<file path="src/rtl/conv_scheduler.sv">
// conv_scheduler: walks the dual-output 3x3 convolution engine across an IMG_W x IMG_W map,
// one engine job per horizontal output pair, packing the sums densely into result memory.
module conv_scheduler #(
    parameter int unsigned IMG_W   = 28,
    parameter int unsigned K       = 3,
    parameter int unsigned ADDR_W  = 10,
    parameter int unsigned TIMEOUT = 64
) (
    input  logic              i_clk,
    input  logic              i_rst,
    input  logic              i_cmd_valid,
    output logic              o_cmd_ready,
    input  logic [ADDR_W-1:0] i_src_base,
    input  logic [ADDR_W-1:0] i_kern_base,
    input  logic [ADDR_W-1:0] i_dst_base,
    input  logic [2:0]        i_stride,
    output logic              o_eng_start,
    output logic [ADDR_W-1:0] o_eng_src_addr,
    output logic [ADDR_W-1:0] o_eng_kern_addr,
    output logic [2:0]        o_eng_stride,
    input  logic              i_eng_done,
    input  logic [7:0]        i_eng_sum1,
    input  logic [7:0]        i_eng_sum2,
    output logic              o_wr_en,
    output logic [ADDR_W-1:0] o_wr_addr,
    output logic [7:0]        o_wr_data,
    output logic              o_busy,
    output logic              o_done,
    output logic              o_err
);

    localparam int unsigned   CW    = ADDR_W + 1;
    localparam int unsigned   TW    = $clog2(TIMEOUT + 1);
    localparam logic [CW-1:0] ImgW  = CW'(IMG_W);
    localparam logic [CW-1:0] KW    = CW'(K);
    localparam logic [TW-1:0] TLast = TW'(TIMEOUT - 1);

    typedef enum logic [2:0] {
        StIdle, StIssue, StWait, StWr1, StWr2, StNext, StDone
    } state_e;

    state_e              state_q, state_d;
    logic [ADDR_W-1:0]   src_base_q, src_base_d;
    logic [ADDR_W-1:0]   kern_q, kern_d;
    logic [2:0]          stride_q, stride_d;
    logic [ADDR_W-1:0]   row_q, row_d;
    logic [ADDR_W-1:0]   col_q, col_d;
    logic [ADDR_W-1:0]   row_base_q, row_base_d;
    logic [ADDR_W-1:0]   dst_ptr_q, dst_ptr_d;
    logic [TW-1:0]       timer_q, timer_d;
    logic [7:0]          sum2_q, sum2_d;
    logic                pair_q, pair_d;
    logic                start_q, start_d;
    logic [ADDR_W-1:0]   src_addr_q, src_addr_d;
    logic                wr_en_q, wr_en_d;
    logic [ADDR_W-1:0]   wr_addr_q, wr_addr_d;
    logic [7:0]          wr_data_q, wr_data_d;
    logic                busy_q, busy_d;
    logic                done_q, done_d;
    logic                err_q, err_d;
    logic                cmd_ready_q, cmd_ready_d;
    logic [CW-1:0]       ncol;

    always_comb begin
        state_d    = state_q;
        src_base_d = src_base_q;
        kern_d     = kern_q;
        stride_d   = stride_q;
        row_d      = row_q;
        col_d      = col_q;
        row_base_d = row_base_q;
        dst_ptr_d  = dst_ptr_q;
        timer_d    = timer_q;
        sum2_d     = sum2_q;
        pair_d     = pair_q;
        wr_en_d    = 1'b0;
        wr_addr_d  = wr_addr_q;
        wr_data_d  = wr_data_q;
        err_d      = 1'b0;
        ncol       = {1'b0, col_q} + (CW'(stride_q) << 1);

        case (state_q)
            StIdle: begin
                if (i_cmd_valid && cmd_ready_q) begin
                    if (i_stride == 3'd0) begin
                        err_d = 1'b1;
                    end else begin
                        src_base_d = i_src_base;
                        kern_d     = i_kern_base;
                        stride_d   = i_stride;
                        row_d      = '0;
                        col_d      = '0;
                        row_base_d = '0;
                        dst_ptr_d  = i_dst_base;
                        state_d    = StIssue;
                    end
                end
            end
            StIssue: begin
                timer_d = '0;
                state_d = StWait;
            end
            StWait: begin
                if (i_eng_done) begin
                    sum2_d    = i_eng_sum2;
                    pair_d    = ({1'b0, col_q} + CW'(stride_q) + KW) <= ImgW;
                    wr_en_d   = 1'b1;
                    wr_addr_d = dst_ptr_q;
                    wr_data_d = i_eng_sum1;
                    dst_ptr_d = dst_ptr_q + ADDR_W'(1);
                    state_d   = StWr1;
                end else begin
                    timer_d = timer_q + TW'(1);
                    if (timer_d == TLast) begin
                        err_d   = 1'b1;
                        state_d = StIdle;
                    end
                end
            end
            StWr1: begin
                if (pair_q) begin
                    wr_en_d   = 1'b1;
                    wr_addr_d = dst_ptr_q;
                    wr_data_d = sum2_q;
                    dst_ptr_d = dst_ptr_q + ADDR_W'(1);
                    state_d   = StWr2;
                end else begin
                    state_d = StNext;
                end
            end
            StWr2: state_d = StNext;
            StNext: begin
                if (ncol + KW <= ImgW) begin
                    col_d   = ncol[ADDR_W-1:0];
                    state_d = StIssue;
                end else begin
                    col_d      = '0;
                    row_d      = row_q + ADDR_W'(stride_q);
                    row_base_d = row_base_q + ADDR_W'(stride_q) * ADDR_W'(IMG_W);
                    // Bound check uses the row just finished, in CW bits so wrap cannot pass.
                    if (({1'b0, row_q} + CW'(stride_q) + KW) > ImgW) begin
                        state_d = StDone;
                    end else begin
                        state_d = StIssue;
                    end
                end
            end
            StDone: state_d = StIdle;
            default: state_d = StIdle;
        endcase

        // Outputs are registered so they line up with the state they belong to.
        start_d     = (state_d == StIssue);
        src_addr_d  = (state_d == StIssue) ? (src_base_d + row_base_d + col_d) : src_addr_q;
        done_d      = (state_d == StDone);
        busy_d      = (state_d != StIdle);
        cmd_ready_d = (state_d == StIdle);
    end

    always_ff @(posedge i_clk or posedge i_rst) begin
        if (i_rst) begin
            state_q     <= StIdle;
            src_base_q  <= '0;
            kern_q      <= '0;
            stride_q    <= '0;
            row_q       <= '0;
            col_q       <= '0;
            row_base_q  <= '0;
            dst_ptr_q   <= '0;
            timer_q     <= '0;
            sum2_q      <= '0;
            pair_q      <= 1'b0;
            start_q     <= 1'b0;
            src_addr_q  <= '0;
            wr_en_q     <= 1'b0;
            wr_addr_q   <= '0;
            wr_data_q   <= '0;
            busy_q      <= 1'b0;
            done_q      <= 1'b0;
            err_q       <= 1'b0;
            cmd_ready_q <= 1'b1;
        end else begin
            state_q     <= state_d;
            src_base_q  <= src_base_d;
            kern_q      <= kern_d;
            stride_q    <= stride_d;
            row_q       <= row_d;
            col_q       <= col_d;
            row_base_q  <= row_base_d;
            dst_ptr_q   <= dst_ptr_d;
            timer_q     <= timer_d;
            sum2_q      <= sum2_d;
            pair_q      <= pair_d;
            start_q     <= start_d;
            src_addr_q  <= src_addr_d;
            wr_en_q     <= wr_en_d;
            wr_addr_q   <= wr_addr_d;
            wr_data_q   <= wr_data_d;
            busy_q      <= busy_d;
            done_q      <= done_d;
            err_q       <= err_d;
            cmd_ready_q <= cmd_ready_d;
        end
    end

    assign o_cmd_ready     = cmd_ready_q;
    assign o_eng_start     = start_q;
    assign o_eng_src_addr  = src_addr_q;
    assign o_eng_kern_addr = kern_q;
    assign o_eng_stride    = stride_q;
    assign o_wr_en         = wr_en_q;
    assign o_wr_addr       = wr_addr_q;
    assign o_wr_data       = wr_data_q;
    assign o_busy          = busy_q;
    assign o_done          = done_q;
    assign o_err           = err_q;

endmodule

</file>
<file path="config.mk">
export PLATFORM = sky130hd
export DESIGN_NAME = conv_scheduler
export DESIGN_NICKNAME = d
export VERILOG_FILES = /design/src/rtl/conv_scheduler.sv
export SDC_FILE = /design/constraint.sdc
export NUM_CORES = 1
export LEC_CHECK = 0
export CORE_UTILIZATION = 50
export DETAILED_ROUTE_END_ITERATION = 7
export GPL_ROUTABILITY_DRIVEN = 0
export PLACE_DENSITY = 0.74
export SLEW_MARGIN = 0
export SYNTH_ARGS = -nofsm -noshare
export SYNTH_HDL_FRONTEND = slang
export SYNTH_SLANG_ARGS = --single-unit
export TNS_END_PERCENT = 50
</file>
<file path="constraint.sdc">
create_clock -name i_clk -period 5.6 [get_ports i_clk]
set_clock_uncertainty 0.05 [all_clocks]
set_input_delay 1.12 -clock i_clk [delete_from_list [all_inputs] [get_ports i_clk]]
set_output_delay 1.12 -clock i_clk [all_outputs]
set_load 0.02 [all_outputs]
</file>
### Yosys cells after proc, flatten, opt, wreduce, memory -nomap -nowiden

Index checks and enable logic that the tools add are counted.

* register bits: 116
* bits of input ports: 53
* output and inout port bits: 47
* logic and storage cells: 110

* add/sub/neg operators: 12
* $mul: 1
* order comparisons: 3
* equality and inequality tests: 14
* mux-type cells: 44
* bitwise gates (word level): 1
* reductions and logical operators: 15

Operators with widths (count)
* $mux 10: 18
* $pmux 10 s2: 4
* $add 11x2->11 const B: 3
* $pmux 10 s3: 1
* $add 10x3->11: 2
* $le 11x5->1 const B: 2
* $add 10x10->10: 2
* $mux 3: 6
* $pmux 3 s6: 1
* $mux 8: 2
* $pmux 8 s2: 1
* $pmux 7 s2: 1
* $ne 2x2->1 const B: 6
* $add 10x4->11: 1
* $gt 11x5->1 const B: 1
* $add 10x1->10 const B: 1
* $add 10x3->10: 1
* $add 10x8->10: 1
* $eq 3x3->1 const B: 3
* $logic_not 3->1: 3
* $add 7x1->7 const B: 1
* $eq 7x6->1 const B: 1
* $mux 1: 7
* $mux 7: 1
* 12 further kinds: 20

### Longest topological paths before layout

Gate-level depths: netlist (run 1).

* word-level depth: 7
* mapped depth: 22
* mapped depth without buffers: 21

### Least setup slack after synthesis (run 1)

No wires, ideal clock.

* kind: register to register
* from: reg stride_q[1] (netlist: o_eng_stride[1])
* to: reg src_addr_q[9] (netlist: o_eng_src_addr[9])
* setup time: 0.140 ns
* arrival time: 4.815 ns
* data required time: 5.410 ns
* setup slack: 0.595 ns
* stages on the path, launching flop included: 21
* buffers on the path: 2
* clock period less this slack: 5.005 ns
* path through: dfrtp_1 > inv_1 > fa_1 > nand2b_1 > a31oi_1 > a32oi_1 > a221oi_4 > buf_6 > nor2_2 > buf_2 > o21a_1 > fa_1 > inv_1 > fa_1 > a21oi_1 > o2111ai_1 > o21ba_2 > nor2_1 > xor2_1 > nor4b_1 > a221oi_2

* longest elaborated chain between the ends: 7
* elaborated cells on any way between the ends: 18
* classes of those cells: 7 x add/sub; 1 x mul; 2 x order compare; 1 x eq/ne; 7 x mux

RTL lines
* start: declaration: RTL line 45 `logic [2:0] stride_q, stride_d;`
* start signal: assignment: RTL line 186 `stride_q <= stride_d;`
* $add 10x4->11 or $add 10x3->11 (tied branches): RTL line 80, 141
* $add 11x2->11 (on tied branches): RTL line 133, 141
* $le 11x5->1 or $gt 11x5->1 (tied branches): RTL line 133, 141
* $mux 10 or $mux 3 (tied branches): RTL line 133, 141
* $pmux 10 s2 or $mux 3 (tied branches): RTL line 82, 133
* $add 10x10->10 or $pmux 3 s6 (tied branches): RTL line 154, 82
* $add 10x10->10 or $eq 3x1->1 (tied branches): RTL line 154 `src_addr_d = (state_d == StIssue) ? (src_base_d + row_base_d + col_d) : src_addr_q;`
* end signal: assignment: RTL line 195 `src_addr_q <= src_addr_d;`
* end: declaration: RTL line 54 `logic [ADDR_W-1:0] src_addr_q, src_addr_d;`

Parallel ways exist; a longest one is shown, timed or not.
A chain may end at the register's enable or synchronous reset.

### Final worst setup path (run 1)

* from: reg stride_q[1] (netlist: o_eng_stride[1])
* to: reg src_addr_q[9] (netlist: o_eng_src_addr[9])

* elaborated cells on any way between the ends: 18
* classes of those cells: 7 x add/sub; 1 x mul; 2 x order compare; 1 x eq/ne; 7 x mux

RTL lines
* $add 10x4->11: RTL line 80 `ncol = {1'b0, col_q} + (CW'(stride_q) << 1);`
* $add 11x2->11: RTL line 133 `if (ncol + KW <= ImgW) begin`
* $le 11x5->1: RTL line 133
* $mux 10: RTL line 133
* $pmux 10 s2: RTL line 82 `case (state_q)`
* net col_d[1]: RTL line 47 `logic [ADDR_W-1:0] col_q, col_d;`
* $add 10x10->10: RTL line 154

The timed path passes the listed nets, and every way through them passes these cells.

==> flow_summary_export.csv, run 1 <==
group,metric,value,unit
drt,drc_errors,0,
placed_design,dp_hpwl,11500,um
power_and_ir_drop,p_leak,0.00409,uW
synth,syn_area,0.00684,mm^2
setup_path,rrSetupSlack,0.42,ns
clock_tree,cts_root_buf,"clkbuf_16",
power_and_ir_drop,power_density,596,mW/mm^2
power_and_ir_drop,comb_power_share,49.5,%
grt,antenna_found_initial,0,
synth,synth_area_leaders,"dfrtp_1 42%, ha_1 7.1%, nand2_1 6.0%",
timing,min_period,5.18,ns
drt,antenna_left,0,
drt,vias,5455,
die,io_pins,100,
synth,netlist.area_leader.share,42.1,%
clock_tree,cts.sinks,116,
run,drv_cap,0,
finish,fill_cells,1033,
clock_tree,cts_hold_buf,0,
outcome,status,"complete, no violations",
timing,fin_setup_tns,0,ns
synth,synth_top_area_cell,"dfrtp_1",
timing,rsz0062_at_grt,"false",
synth,synthTopCellsByCount,"115 x dfrtp_1, 109 x nand2_1, 62 x inv_1",
drt,routed_via_density,5.45,
power_and_ir_drop,p_seq_share,28.1,%
die,start_util,51.5,%
timing,relSlewSlack,32.0,%
synth,synthMostInstantiatedCell,"dfrtp_1",
clock_tree,post_cts_buffers,0,
timing,fmax,193,MHz
setup_path,start_kind,"register",
clock_tree,cts_tree,"done",
grt,gr-usage-all-layers,23.5,%
timing,tightestPinTransition,1.01,ns
setup_path,cp_max_fo,8,
setup_path,cpMaxStageDelayCell,"fa_1",
finish,n_antenna_cell,0,
grt,grt_pass1_wl,26200,um
grt,grt_max_degree,59,
hold_path,min_path_type,"reg -> reg",
grt,grt_overflow,0,
power_and_ir_drop,ir_drop,365,uV
synth,synthFlopType,"dfrtp_1",
timing,finalSetupViolCount,0,
power_and_ir_drop,p_switching,2090,uW
clock_tree,clk_latency,0.42,ns
timing,final-max-slew-violation-count,0,
setup_path,setup.worst_path.class,"reg -> reg",
synth,ys_ff_latch,116,
synth,synth.distinct_cells,64,
power_and_ir_drop,internal_power,3090,uW
setup_path,cp_num_buf_inv,3,
synth,avgSynthCellArea,9.66,um^2
power_and_ir_drop,netSwitchingFraction,40.4,%
synth,syn_inst,708,
grt,grt_pass1_vias,5535,
die,die_area,0.0142,mm^2
clock_tree,clk_pin_slew,0.06,ns
setup_path,crit_required,5.82,ns
drt,dr.pass1.iters,4,
clock_tree,ctsResizeCount,0,
synth,synth_edf_count,0,
die,dieWidth,119,um
clock_tree,numCtsBuffers,17,
synth,async_flop_share,100,%
clock_tree,htree_levels,4,
finish,final_util,65.4,%
clock_tree,ctsLongestPathBuffers,2,
finish,nets,922,
drt,wire_per_inst,15.7,um
setup_path,end_kind,"register",
finish,area_growth_syn_to_layout,27.0,%
setup_path,critical_path.max_stage_delay,0.48,ns
power_and_ir_drop,pwr-share-clk,22.4,%
timing,finalHoldViolations,0,
die,core_area,0.0133,mm^2
synth,yosys_warnings,0,
placed_design,port_buffers,99,
synth,syn-num-nets,818,
setup_path,cp_top_family,"compound AO/OA/AOI/OAI gates",
setup_path,arrival,5.39,ns
timing,post-route-period-util,92.4,%
finish,drive_above_1_share,11.2,%
die,dieHeight,119,um
drt,drt_iter0_markers,302,
setup_path,crit_chain,"inv_1, fa_1, nor2b_1, o211a_1, o21ai_1, a221oi_4, nand2_1, o21ai_1, inv_1, fa_1, inv_1, ha_1, fa_1, a21oi_1, o2111ai_1, o21ba_2, nor2_1, xor2_1, nor4b_1, a221oi_2",
drt,drt_wl_total,15700,um
synth,ys_seq_area_share,42.4,%
die,row_count,42,
## routing by layer
layer  track usage [%]  up-vias  part of all wire (%)
met4              9.41        0                   1.9
met3              5.03       25                   4.5
met1              30.0     2661                    44
met2              39.0      147                    49
li1                  -     2622                     -
met5                 0        -                     0
## area by class of cell
| class | count | area, um^2 | share of cell area [%] |
|---|---|---|---|
| Inverter | 62 | 235 | 2.71 |
| Tap cell | 176 | 220 | 2.53 |
| Clock buffer | 18 | 429 | 4.94 |
| Multi-Input combinational cell | 500 | 3590 | 41.3 |
| Timing Repair Buffer | 115 | 1110 | 12.8 |
| Sequential cell | 116 | 2900 | 33.4 |
| Clock inverter | 14 | 201 | 2.32 |
## registers in the layout, indices dropped and copies added (netlist names), 3 cells and up
signal	flops
dst_ptr_q	10
state_q	3
src_base_q	10
o_eng_stride	3
col_q	10
o_wr_addr	10
row_base_q	10
o_eng_src_addr	10
o_eng_kern_addr	10
timer_q	7
sum2_q	8
o_wr_data	8
row_q	10
## worst paths after layout
check	from	to	depth (start not counted)
setup / recovery	o_eng_stride[1]$_DFFE_PP0P_	o_eng_src_addr[9]$_DFFE_PP0P_	20
hold / removal	o_eng_kern_addr[1]$_DFFE_PP0P_	o_eng_kern_addr[1]$_DFFE_PP0P_	2
setup reg to reg	o_eng_stride[1]$_DFFE_PP0P_	o_eng_src_addr[9]$_DFFE_PP0P_	20
hold reg to reg	o_eng_kern_addr[1]$_DFFE_PP0P_	o_eng_kern_addr[1]$_DFFE_PP0P_	2
max in group asynchronous	i_rst	o_eng_kern_addr[8]$_DFFE_PP0P_	3
min in group asynchronous	i_rst	src_base_q[8]$_DFF_PP0_	3
## per-stage QoR
| stage | hold slack (ns) | cell area (um^2) | worst slack [ns] | cells | total power [uW] |
|---|---|---|---|---|---|
| 3_5_place_dp | 0.415 | 8060 | 0.347 | 969 | 4000 |
| 5_1_grt | 0.448 | 8690 | 0.0337 | 1001 | 5560 |
| 2_1_floorplan | 0.400 | 6840 | 0.595 | 708 | 3180 |
| 6_report | 0.425 | 8690 | 0.425 | 1001 | 5180 |
| 4_1_cts | 0.429 | 8690 | 0.468 | 1001 | 5200 |
| 3_3_place_gp | 0.407 | 8060 | 0.462 | 969 | 3880 |
## power groups by stage
| stage | clock network, uW | logic (uW) | registers, uW |
|---|---|---|---|
| after floorplan | 0 | 1610 | 1570 |
| after global placement | 0 | 2430 | 1440 |
| after detailed placement | 0 | 2540 | 1460 |
| after CTS | 1170 | 2570 | 1450 |
| after global routing | 1210 | 2850 | 1500 |
| final | 1160 | 2560 | 1450 |
## placed cells by master (no fill, tap or decap), types with 6 or more instances in the layout
cell	synthesis	final
nor3_1	8	7
o21ai_1	11	11
nor2_1	27	27
xor2_1	12	12
a21o_1	9	9
fa_1	18	18
ha_1	39	39
a21oi_1	35	35
nand2_1	109	109
o21ai_0	43	43
mux2i_1	20	20
inv_1	62	61
mux2_2	22	22
nand3_1	22	22
clkbuf_16	0	17
xnor2_1	13	13
clkdlybuf4s50_1	0	99
and2_1	7	7
nor2b_1	10	9
buf_4	0	16
nand2b_1	12	12
o22ai_1	6	6
dfrtp_1	115	115
## worst min-delay path, cell delays in order, from the launching register on
cell and delay, ns:
dfrtp_1 0.34, nand2_1 0.05, nand2_1 0.06
## cell families after synthesis
logic type | count (synthesis) | share of synthesized area, %
mux | 43 | 6.77
compound gates | 150 | 14.0
xor+xnor | 26 | 3.44
buf+inv | 92 | 5.36
flops | 116 | 42.4
simple gates | 223 | 15.4
fa+ha+maj | 58 | 12.5
No activity file was read; power rests on OpenSTA's default activity.
==> run 2: changes to the inputs <==
Settings changed: SLEW_MARGIN 0 to default.
==> results of run 2 <==
Final layout, timing and power as in run 1 (identical DEF).
==> run 3: changes to the inputs <==
Settings changed: CORE_ASPECT_RATIO from default to 0.5, SKIP_CTS_REPAIR_TIMING from default to 1.
==> flow_summary_export.csv, run 3 (same netlist as run 1, synthesis figures left out) <==
group,metric,value,unit
grt,grt_overflow,0,
setup_path,crit_start,"col_q[1]$_DFF_PP0_",
timing,whs,0.428,ns
drt,routed_via_density,5.37,
setup_path,end_kind,"register",
grt,met3_usage,5.33,%
placed_design,port_buffers,99,
clock_tree,clk_pin_slew,0.06,ns
timing,min_period,5.17,ns
timing,final-max-slew-violation-count,0,
timing,relSlewSlack,33.7,%
drt,vias,5333,
setup_path,arrival,5.39,ns
setup_path,start_kind,"register",
timing,fin_setup_tns,0,ns
setup_path,setup.worst_path.class,"reg -> reg",
clock_tree,ctsLongestPathBuffers,2,
power_and_ir_drop,power_density,599,mW/mm^2
finish,drive_above_1_share,11.2,%
timing,tightestPinTransition,0.995,ns
finish,area_growth_syn_to_layout,27.4,%
setup_path,cp_max_fo,11,
timing,fmax,193,MHz
grt,antenna_found_initial,0,
clock_tree,htree_levels,4,
power_and_ir_drop,p_leak,0.00410,uW
drt,antenna_left,0,
timing,rsz0062_at_grt,"false",
finish,final_common_cell,"dfrtp_1",
drt,dr.pass1.iters,5,
hold_path,min_path_type,"reg -> reg",
die,dieHeight,84.7,um
clock_tree,cts_tree,"done",
clock_tree,numCtsBuffers,17,
grt,grt_pass1_wl,26200,um
run,drv_cap,0,
drt,drc_errors,0,
setup_path,crit_required,5.82,ns
finish,final_cell_mix,"115 x dfrtp_1, 109 x nand2_1, 99 x clkdlybuf4s50_1, 61 x inv_1, 43 x o21ai_0",
grt,gr-usage-met1,31.9,%
clock_tree,cts_root_buf,"clkbuf_16",
die,dieWidth,167,um
die,die_area,0.0142,mm^2
clock_tree,clk_latency,0.42,ns
hold_path,hold_path.startpoint,"row_base_q[0]$_DFF_PP0_",
drt,drt_wl_total,15300,um
setup_path,rr_startpoint,"col_q[1]$_DFF_PP0_",
placed_design,dp_hpwl,10700,um
die,core_area,0.0130,mm^2
grt,busiest_layer,"met2",
grt,use_met2,37.5,%
power_and_ir_drop,ir_drop,264,uV
drt,wire_per_inst,15.4,um
clock_tree,cts.sinks,116,
grt,grt_max_degree,83,
outcome,status,"complete, no violations",
timing,finalSetupViolCount,0,
timing,post-route-period-util,92.4,%
finish,nets,921,
drt,drt_iter0_markers,312,
finish,fill_cells,1025,
finish,n_antenna_cell,0,
timing,finalHoldViolations,0,
grt,grt_pass1_vias,5397,
die,io_pins,100,
die,row_count,29,
die,start_util,52.7,%
grt,gr-usage-all-layers,23.7,%
run 3: cell types whose count changed in the layout (fill, tap and decap cells not counted):
cell | previous run | this run
inv_6 | 4 | 1
clkbuf_8 | 0 | 2
buf_4 | 16 | 15
bufinv_16 | 4 | 5
clkinv_2 | 1 | 2
clkinv_4 | 3 | 2
nor2_2 | 1 | 0
nor2_4 | 0 | 1
nor3_1 | 7 | 6
nor3_2 | 2 | 3
run 3: cell type report:
cell class	count	area, um^2	area share, %
multi-input cells	500	3600	41.3
flip-flops and latches	116	2900	33.3
repair buffers	114	1100	12.7
clock buffers	20	457	5.24
inverters	62	235	2.70
well taps	170	213	2.44
clock inverters	12	201	2.31
run 3: final timing paths:
kind	to	slack [ns]	depth (start not counted)
setup / recovery	o_eng_src_addr[9]$_DFFE_PP0P_	0.43	18
hold / removal	row_base_q[0]$_DFF_PP0_	0.43	1
setup reg to reg	o_eng_src_addr[9]$_DFFE_PP0P_	0.43	18
hold reg to reg	row_base_q[0]$_DFF_PP0_	0.43	1
max in group asynchronous	row_base_q[7]$_DFF_PP0_	3.22	3
min in group asynchronous	src_base_q[8]$_DFF_PP0_	1.24	2
run 3: power breakdown:
group	switching (uW)	internal, uW	leakage (uW)
Sequential	263	1180	0.00146
Clock	402	814	0.000317
Combinational	1400	1160	0.00233
run 3: stage by stage:
step                      utilization (%)  worst slack (ns)  instances  instance area [um^2]  total power, uW
after floorplan                         -             0.595        708                  6840             3180
after global placement               61.7             0.345        958                  8020             3880
after detailed placement             61.7             0.247        958                  8020             3960
after CTS                            66.8             0.221        990                  8670             5240
after global routing                 67.1             0.106        994                  8710             5630
final                                67.1             0.427        994                  8710             5220
run 3: metal layers:
metal,part of all wire (%),up-vias
met1,47,2546
met5,0,-
met2,46,133
li1,-,2626
met4,2.0,0
met3,4.5,28
run 3: worst max-delay path, cell delays in order (launching register included):
cell	delay (ns)
dfrtp_1	0.38
ha_1	0.19
inv_1	0.06
fa_1	0.40
xnor2_1	0.28
a31oi_1	0.12
a32oi_1	0.28
a221oi_4	0.16
nand2b_1	0.43
o31ai_1	0.64
fa_1	0.52
ha_1	0.38
nand3_1	0.10
o2111ai_1	0.26
o21ba_2	0.17
nor2_1	0.05
xor2_1	0.16
nor4b_1	0.33
a221oi_2	0.05
